===== config.mk =====
export PLATFORM = sky130hd
export DESIGN_NAME = lzd_div_iter_flat
export DESIGN_NICKNAME = d
export VERILOG_FILES = /design/src/rtl/lzd_div_if.sv /design/src/rtl/lzd_div_iter.sv /design/src/flat_wrapper.sv
export SDC_FILE = /design/constraint.sdc
export NUM_CORES = 1
export LEC_CHECK = 0
export CAP_MARGIN = 20
export CORE_ASPECT_RATIO = 1.4
export CORE_UTILIZATION = 49
export CTS_BUF_LIST = sky130_fd_sc_hd__clkbuf_8
export CTS_CLUSTER_SIZE = 25
export DETAILED_ROUTE_END_ITERATION = 6
export PLACE_DENSITY = 0.79
export SKIP_LAST_GASP = 1
export SYNTH_ARGS = -nofsm -noshare
export SYNTH_HDL_FRONTEND = slang
export SYNTH_SLANG_ARGS = --single-unit

===== constraint.sdc =====
create_clock -name clk -period 3.8 [get_ports clk]
set_input_delay 0.76 -clock clk [delete_from_list [all_inputs] [get_ports clk]]
set_output_delay 0.76 -clock clk [all_outputs]
set_load 0.005 [all_outputs]

===== src/rtl/lzd_div_if.sv =====
// Operand/result bundle for lzd_div_iter: master supplies operands and
// leading-zero counts, slave returns busy/done status and the result.
interface lzd_div_if #(
    parameter int WIDTH = 64
);
    localparam int CW = $clog2(WIDTH);

    logic             Start;
    logic             Flush;
    logic [WIDTH-1:0] N;
    logic [WIDTH-1:0] D;
    logic [CW-1:0]    NZeros;
    logic             NAllZero;
    logic [CW-1:0]    DZeros;
    logic             DAllZero;
    logic             Busy;
    logic             Done;
    logic [WIDTH-1:0] Q;
    logic [WIDTH-1:0] Rem;
    logic             DivByZero;

    modport master (
        output Start, Flush, N, D, NZeros, NAllZero, DZeros, DAllZero,
        input  Busy, Done, Q, Rem, DivByZero
    );

    modport slave (
        input  Start, Flush, N, D, NZeros, NAllZero, DZeros, DAllZero,
        output Busy, Done, Q, Rem, DivByZero
    );
endinterface


===== src/rtl/lzd_div_iter.sv =====
// Iterative restoring unsigned divider. With LZD_DIV_EARLY_OUT_EN defined it uses the
// upstream leading-zero counts to pre-align D and early-out; otherwise a fixed WIDTH-step loop.
module lzd_div_iter #(
    parameter int WIDTH = 64
) (
    input  logic     clk,
    input  logic     reset,
    lzd_div_if.slave io
);
    localparam int CW = $clog2(WIDTH);

    typedef enum logic [1:0] {IDLE, NORM, ITER, DONE} state_t;

    state_t state, state_nx;

    logic [WIDTH-1:0] n_r, d_r;
    logic [WIDTH-1:0] r, dsh, wq;
    logic [CW:0]      cnt;
    logic             dbz_w;
    logic [WIDTH-1:0] q_r, rem_r;
    logic             dbz_r;

    logic             accept, early, show, ge, bo;
    logic [WIDTH:0]   cmp_a, diff;
    logic [WIDTH-1:0] r_nx;
    logic             unused_bits;

`ifdef LZD_DIV_EARLY_OUT_EN
    logic [CW-1:0] nz_r, dz_r, shift;

    assign shift       = dz_r - nz_r;
    assign early       = io.DAllZero | io.NAllZero | (io.NZeros > io.DZeros);
    assign cmp_a       = {1'b0, r};
    assign unused_bits = diff[WIDTH];
`else
    assign early       = 1'b0;
    // Partial remainder {r, wq} shifted left by one before the trial subtract.
    assign cmp_a       = {r, wq[WIDTH-1]};
    assign unused_bits = ^{diff[WIDTH], io.NZeros, io.DZeros, io.NAllZero};
`endif

    assign accept = (state == IDLE) && io.Start && !io.Flush;

    // Extra borrow bit keeps the compare correct even when D=0 lets cmp_a use its top bit.
    assign {bo, diff} = {1'b0, cmp_a} - {2'b0, dsh};
    assign ge         = ~bo;
    assign r_nx       = ge ? diff[WIDTH-1:0] : cmp_a[WIDTH-1:0];

    always_ff @(posedge clk) begin
        if (reset) state <= IDLE;
        else       state <= state_nx;
    end

    always_comb begin
        state_nx = state;
        case (state)
            IDLE:    if (accept) state_nx = early ? DONE : NORM;
            NORM:    state_nx = ITER;
            ITER:    if (cnt == (CW+1)'(1)) state_nx = DONE;
            DONE:    state_nx = IDLE;
            default: state_nx = IDLE;
        endcase
        if (io.Flush && (state != IDLE)) state_nx = IDLE;
    end

    always_ff @(posedge clk) begin
        if (reset) begin
            n_r   <= '0;
            d_r   <= '0;
            r     <= '0;
            dsh   <= '0;
            wq    <= '0;
            cnt   <= '0;
            dbz_w <= 1'b0;
            q_r   <= '0;
            rem_r <= '0;
            dbz_r <= 1'b0;
`ifdef LZD_DIV_EARLY_OUT_EN
            nz_r  <= '0;
            dz_r  <= '0;
`endif
        end else begin
            case (state)
                IDLE: if (accept) begin
                    n_r   <= io.N;
                    d_r   <= io.D;
                    dbz_w <= io.DAllZero;
                    r     <= io.N;
                    wq    <= io.DAllZero ? '1 : '0;
`ifdef LZD_DIV_EARLY_OUT_EN
                    nz_r  <= io.NZeros;
                    dz_r  <= io.DZeros;
`endif
                end
                NORM: begin
`ifdef LZD_DIV_EARLY_OUT_EN
                    r   <= n_r;
                    wq  <= '0;
                    dsh <= d_r << shift;
                    cnt <= {1'b0, shift} + (CW+1)'(1);
`else
                    r   <= '0;
                    wq  <= n_r;
                    dsh <= d_r;
                    cnt <= (CW+1)'(WIDTH);
`endif
                end
                ITER: begin
                    r   <= r_nx;
                    wq  <= {wq[WIDTH-2:0], ge};
                    cnt <= cnt - (CW+1)'(1);
`ifdef LZD_DIV_EARLY_OUT_EN
                    dsh <= dsh >> 1;
`endif
                end
                // Result becomes the held value only if the strobe was not flushed.
                DONE: if (!io.Flush) begin
                    q_r   <= wq;
                    rem_r <= r;
                    dbz_r <= dbz_w;
                end
                default: ;
            endcase
        end
    end

    assign show         = (state == DONE) && !io.Flush;
    assign io.Busy      = (state == NORM) || (state == ITER);
    assign io.Done      = show;
    assign io.Q         = show ? wq    : q_r;
    assign io.Rem       = show ? r     : rem_r;
    assign io.DivByZero = show ? dbz_w : dbz_r;
endmodule


===== src/flat_wrapper.sv =====
// flat-port wrapper written by rule: the top's interface ports become plain ports
module lzd_div_iter_flat 
#(
    parameter int WIDTH = 64
)
  (clk, reset, io_Start, io_Flush, io_N, io_D, io_NZeros, io_NAllZero, io_DZeros, io_DAllZero, io_Busy, io_Done, io_Q, io_Rem, io_DivByZero);
  lzd_div_if #(.WIDTH(WIDTH)) io_i ();
  input  logic clk;
  input  logic reset;
  input wire logic [$bits(io_i.Start)-1:0] io_Start;
  input wire logic [$bits(io_i.Flush)-1:0] io_Flush;
  input wire logic [$bits(io_i.N)-1:0] io_N;
  input wire logic [$bits(io_i.D)-1:0] io_D;
  input wire logic [$bits(io_i.NZeros)-1:0] io_NZeros;
  input wire logic [$bits(io_i.NAllZero)-1:0] io_NAllZero;
  input wire logic [$bits(io_i.DZeros)-1:0] io_DZeros;
  input wire logic [$bits(io_i.DAllZero)-1:0] io_DAllZero;
  output wire logic [$bits(io_i.Busy)-1:0] io_Busy;
  output wire logic [$bits(io_i.Done)-1:0] io_Done;
  output wire logic [$bits(io_i.Q)-1:0] io_Q;
  output wire logic [$bits(io_i.Rem)-1:0] io_Rem;
  output wire logic [$bits(io_i.DivByZero)-1:0] io_DivByZero;
  assign io_i.Start = io_Start;
  assign io_i.Flush = io_Flush;
  assign io_i.N = io_N;
  assign io_i.D = io_D;
  assign io_i.NZeros = io_NZeros;
  assign io_i.NAllZero = io_NAllZero;
  assign io_i.DZeros = io_DZeros;
  assign io_i.DAllZero = io_DAllZero;
  assign io_Busy = io_i.Busy;
  assign io_Done = io_i.Done;
  assign io_Q = io_i.Q;
  assign io_Rem = io_i.Rem;
  assign io_DivByZero = io_i.DivByZero;
  lzd_div_iter #(.WIDTH(WIDTH)) u_core (.clk(clk), .reset(reset), .io(io_i));
endmodule

After elaboration in Yosys (flattened, before gate mapping)

Index checks and enable logic that the tools add are counted.

$add $sub $neg: 2
Eq/ne operators: 6
Multiplexer cells: 13
Bitwise operators: 2
Reduce and logical (&&, ||, !) cells: 15

Operators with widths:

| operator                                                                | number |
|---|---|
| 64-bit two-way mux                                                      | 6 |
| 64-bit case mux with 3 select lines                                     | 2 |
| 65-bit by 64-bit subtractor with 66-bit output                          | 1 |
| 7-bit case mux with 2 select lines                                      | 1 |
| 2-bit case mux with 4 select lines                                      | 1 |
| 2-bit AND reduction                                                     | 4 |
| 7-bit by 1-bit equality test with 1-bit output, second input constant   | 1 |
| 7-bit by 1-bit subtractor with 7-bit output, second input constant      | 1 |
| 2-bit equality test, second input constant                              | 2 |
| 1-bit logical AND                                                       | 4 |
| 2-bit two-way mux                                                       | 2 |
| 2-bit by 1-bit inequality test with 1-bit output, second input constant | 2 |
| 2-bit nonzero test                                                      | 2 |
| 3-bit nonzero test                                                      | 1 |
| 2-bit by 1-bit equality test with 1-bit output, second input constant   | 1 |
| 2-bit zero test                                                         | 1 |
| 1-bit NOT                                                               | 2 |
| 2-bit OR reduction                                                      | 1 |
| 1-bit zero test                                                         | 1 |
| 1-bit logical OR                                                        | 1 |
| 1-bit two-way mux                                                       | 1 |

Register bits: 459
Bits of input ports: 146
Output and inout bits: 131
Logic and storage cells: 49

Longest topological paths before layout

Depth in word-level cells: 5
Depth in mapped cells: 16

Worst setup path before layout

Ideal clock, no wire load.

Path type: register to register
Start point: register u_core.wq[63]
End point: register u_core.r[54]
Library setup time: 0.073 ns
Data arrival time: 3.015 ns
Data required time: 3.727 ns
Slack: 0.713 ns
Cell stages (with the launch flop): 15
Period minus slack after synthesis: 3.087 ns
Path through: dfxtp_1 -> inv_1 -> ha_1 -> fa_1 -> nand2b_1 -> a21oi_1 -> o21ai_1 -> o221ai_2 -> a21o_1 -> a21oi_4 -> o41ai_4 -> a21oi_1 -> nor3b_1 -> o41a_1 -> o22ai_2

Longest elaborated chain between the ends: 3

RTL lines:

| item                                           | RTL line            | source |
|---|---|---|
| start: declaration                             | lzd_div_iter.sv:17  | `logic [WIDTH-1:0] r, dsh, wq;` |
| start signal: assignment                       | lzd_div_iter.sv:89  | `wq <= io.DAllZero ? '1 : '0;` |
| start signal: assignment                       | lzd_div_iter.sv:103 | `wq <= n_r;` |
| start signal: assignment                       | lzd_div_iter.sv:110 | `wq <= {wq[WIDTH-2:0], ge};` |
| 65-bit by 64-bit subtractor with 66-bit output | lzd_div_iter.sv:45  | `assign {bo, diff} = {1'b0, cmp_a} - {2'b0, dsh};` |
| 64-bit two-way mux                             | lzd_div_iter.sv:47  | `assign r_nx = ge ? diff[WIDTH-1:0] : cmp_a[WIDTH-1:0];` |
| 64-bit case mux with 3 select lines            | lzd_div_iter.sv:83  | `case (state)` |
| end signal: assignment                         | lzd_div_iter.sv:88  | `r <= io.N;` |
| end signal: assignment                         | lzd_div_iter.sv:109 | `r <= r_nx;` |
| end: declaration                               | lzd_div_iter.sv:17  |  |

No other way between the ends.
A chain may end at the register's enable or synchronous reset.

Final worst setup path

Start point: register u_core.wq[63]
End point: register u_core.r[60]

Same word-level chain as after synthesis.

==> out/results.tsv <==
stage	metric	value	unit
status	status	complete, no violations	
yosys	yosysMostFrequentCell	nand2_1	
placed_design	dp_hpwl	45400	um
floorplanning	die_x	182	um
finish	area_delta_synth_final	20.2	%
global_route	grt_antenna_before_repair	7	
critical_path	r2r_slack	0.21	ns
global_route	grt_start_max_net_pins	150	
clocking	root_buffer	clkbuf_8	
power	combPwrFrac	0.519	
hold_path	hold_class	reg -> reg	
critical_path	cp_common_cell	o21ai_1	
power	power_density	813	mW/mm2
timing	fin_setup_tns	0	ns
timing	fmax	278	MHz
yosys	yosys_warnings	0	
yosys	synth_area_leaders	dfxtp_1 (41%), nand2_1 (13%), a21oi_1 (5.0%)	
critical_path	worstSetupPathType	reg -> reg	
yosys	synthTopCellsByCount	nand2_1 (791), dfxtp_1 (459), nor2_1 (236)	
floorplanning	io_pins	277	
timing	timing.final.ws_setup	0.208	ns
placed_design	globalplace.congestion	0.966	
finish	drive_above_1_share	0.0651	
power	pwr-share-clk	0.193	
critical_path	crit_chain	inv_1 -> ha_1 -> fa_1 -> nand2b_1 -> a21oi_1 -> o21ai_1 -> o221ai_2 -> o21ai_1 -> or3_1 -> o31a_1 -> o31ai_2 -> xnor2_1 -> a221oi_2 -> nor3_1	
timing	slew_violations	0	
critical_path	worstPathMaxFanout	4	
power	p_sw	9.50	mW
floorplanning	die_h	254	um
global_route	grtUsageTotal	0.273	
placed_design	dp.cells	3558	
yosys	syn_area	0.0222	mm2
critical_path	end_kind	flop	
yosys	avgSynthCellArea	7.64	um2
power	intPower	12.2	mW
floorplanning	rows	91	
clocking	cts_made_buffers	72	
placed_design	placed_area	0.0251	mm2
yosys	synth_fp_nets	3118	
routing	routedWlPerCell	17.3	um
routing	drtAntennaViolNets	0	
finish	stdcell_area	0.0266	mm2
routing	drc	0	
timing	tightest_slew	1.08	ns
finish	regArea	0.00919	mm2
timing	finalCriticalPeriod	3.59	ns
timing	setup_viol_count_final	0	
finish	layout.nets	3297	
yosys	synthFlopType	dfxtp_1	
power	ir_drop	0.467	mV
routing	vias_per_cell	5.56	
power	leakage	10.7	nW
critical_path	critPathRequiredTime	4.27	ns
power	swShare	0.438	
timing	fin_hold_ws	0.454	ns
timing	skew	0.0240	ns
yosys	yosys.area.top_type	dfxtp_1	
flow_run	drv_cap	0	
timing	rsz0062_at_grt	false	
clocking	clockBufferDepth	3	
critical_path	start_kind	flop	
floorplanning	die-area	0.0461	mm2
global_route	grt-ovfl-total	0	
yosys	synth.top_cell.area_share	0.415	
clocking	cts_tree	yes	
routing	vias	20567	
routing	drtPass1Iterations	6	
timing	fin_crit_sh	0.945	
clocking	clock_latency	0.64	ns
yosys	synth_enable_flop_cells	0	
yosys	synthCells	2901	
finish	instances_no_fill	3700	
critical_path	slowest_delay	0.40	ns
power	pwr-share-seq	0.288	
clocking	ctsHtreeMaxLevel	3	
yosys	synth_async_sr_flop_share	0	
clocking	hold_buffers	0	
routing	finalWirelength	63900	um
clocking	clk_pin_slew_worst_paths	0.06	ns
yosys	ys_seq_area_frac	0.415	
floorplanning	initial_utilization	0.500	
yosys	ys_types	67	
timing	relSlewSlack	0.280	
placed_design	pre_cts_ws	0.191	ns
finish	fillers	3956	
timing	hold_viol	0	
routing	drt_iter0_markers	1596	
critical_path	crit_slowest_cell	fa_1	
clocking	cts_sinks	459	
critical_path	crit_arrival	4.06	ns
yosys	ys_seq_elements	459	
floorplanning	core-area	0.0443	mm2
global_route	grt_pass1_vias	19396	
placed_design	port_buffers	263	
global_route	grt_pass1_wl	101000	um
finish	multi_input_area	0.0118	mm2
[what timing repair did]
action / 4_1_cts / 5_1_grt
resized for setup: 0 / 1
buffers inserted: 0 / 4
setup endpoints to repair: 0 / 4
[metal layers]
| layer | wire (um) | track usage | share of wire | vias to the layer above |
|---|---|---|---|---|
| li1 | - | - | - | 10108 |
| met1 | 27500 | 0.359 | 0.43 | 9600 |
| met2 | 29400 | 0.433 | 0.46 | 714 |
| met3 | 4260 | 0.0381 | 0.067 | 145 |
| met4 | 2780 | 0.148 | 0.043 | 0 |
| met5 | 0 | 0 | 0 | - |
[worst paths after layout]
check | from | to | cells after the start
worst max-delay path | u_core.wq[63]$_SDFFE_PP0P_ | u_core.r[60]$_SDFFE_PP0P_ | 14
worst min-delay path | u_core.d_r[32]$_SDFFE_PP0P_ | u_core.d_r[32]$_SDFFE_PP0P_ | 2
worst max register to register | u_core.wq[63]$_SDFFE_PP0P_ | u_core.r[60]$_SDFFE_PP0P_ | 14
worst min register to register | u_core.d_r[32]$_SDFFE_PP0P_ | u_core.d_r[32]$_SDFFE_PP0P_ | 2
[power groups by stage]
stage	Clock, mW	Sequential, mW	Combinational (mW)
final	4.18	6.25	11.2
after global placement	0	6.29	10.7
after detailed placement	0	6.31	10.9
after CTS	4.26	6.22	11.0
after floorplan	0	6.03	8.56
after global routing	4.47	6.32	12.4
[layout make-up]
class                      count  share of cell area
inverter                      93              0.0132
antenna                        7            0.000657
tap                          558              0.0262
timing repair buffer         310               0.117
sequential                   459               0.345
clock buffer                  85              0.0439
multi-input combinational   2144               0.444
clock inverter                44              0.0101
[kinds of logic after synthesis]
family                     after synthesis  synth area share
and+or+nand+nor                       1325             0.255
AOI/OAI and AO/OA                      618             0.181
DFF                                    459             0.415
buffers and inverters                  298            0.0542
adders and majority gates               71            0.0404
muxes                                   66            0.0298
xor gates and xnor gates                64            0.0253
[worst max-delay path: cells and delay by family, from the launching register on]
family | cells | cell delay [ns]
adders and majority gates | 2 | 0.63
buffers and inverters | 1 | 0.07
and+or+nand+nor | 3 | 0.61
xor gates and xnor gates | 1 | 0.13
DFF | 1 | 0.33
AOI/OAI and AO/OA | 7 | 1.65
[registers in the layout, summed over array words and instances (netlist names)]
name / flops
u_core.cnt: 7
u_core.d_r: 64
u_core.dbz_r: 1
u_core.dbz_w: 1
u_core.dsh: 64
u_core.n_r: 64
u_core.q_r: 64
u_core.r: 64
u_core.rem_r: 64
u_core.state: 2
u_core.wq: 64
[through the flow]
stage | util | total power [mW]
after detailed placement | 0.567 | 17.2
after global placement | 0.567 | 17.0
after global routing | 0.602 | 23.1
after CTS | 0.599 | 21.4
after floorplan | - | 14.6
final | 0.602 | 21.7
[placed cells by master (no fill, tap or decap), types with 32 or more instances in the layout]
cell,synthesis,layout
clkdlybuf4s50_1,0,262
xnor2_1,40,40
nor3_1,79,79
ha_1,70,69
buf_4,0,37
clkbuf_8,0,85
o21ai_1,44,43
o21ai_0,96,96
nor2_1,236,234
nor2b_1,132,132
a21oi_1,222,222
dfxtp_1,459,459
a221oi_1,64,64
mux2i_1,66,66
a21o_1,33,32
inv_1,92,113
nand2_1,791,791
a211oi_1,45,45
(Power assumes the default switching activity.)
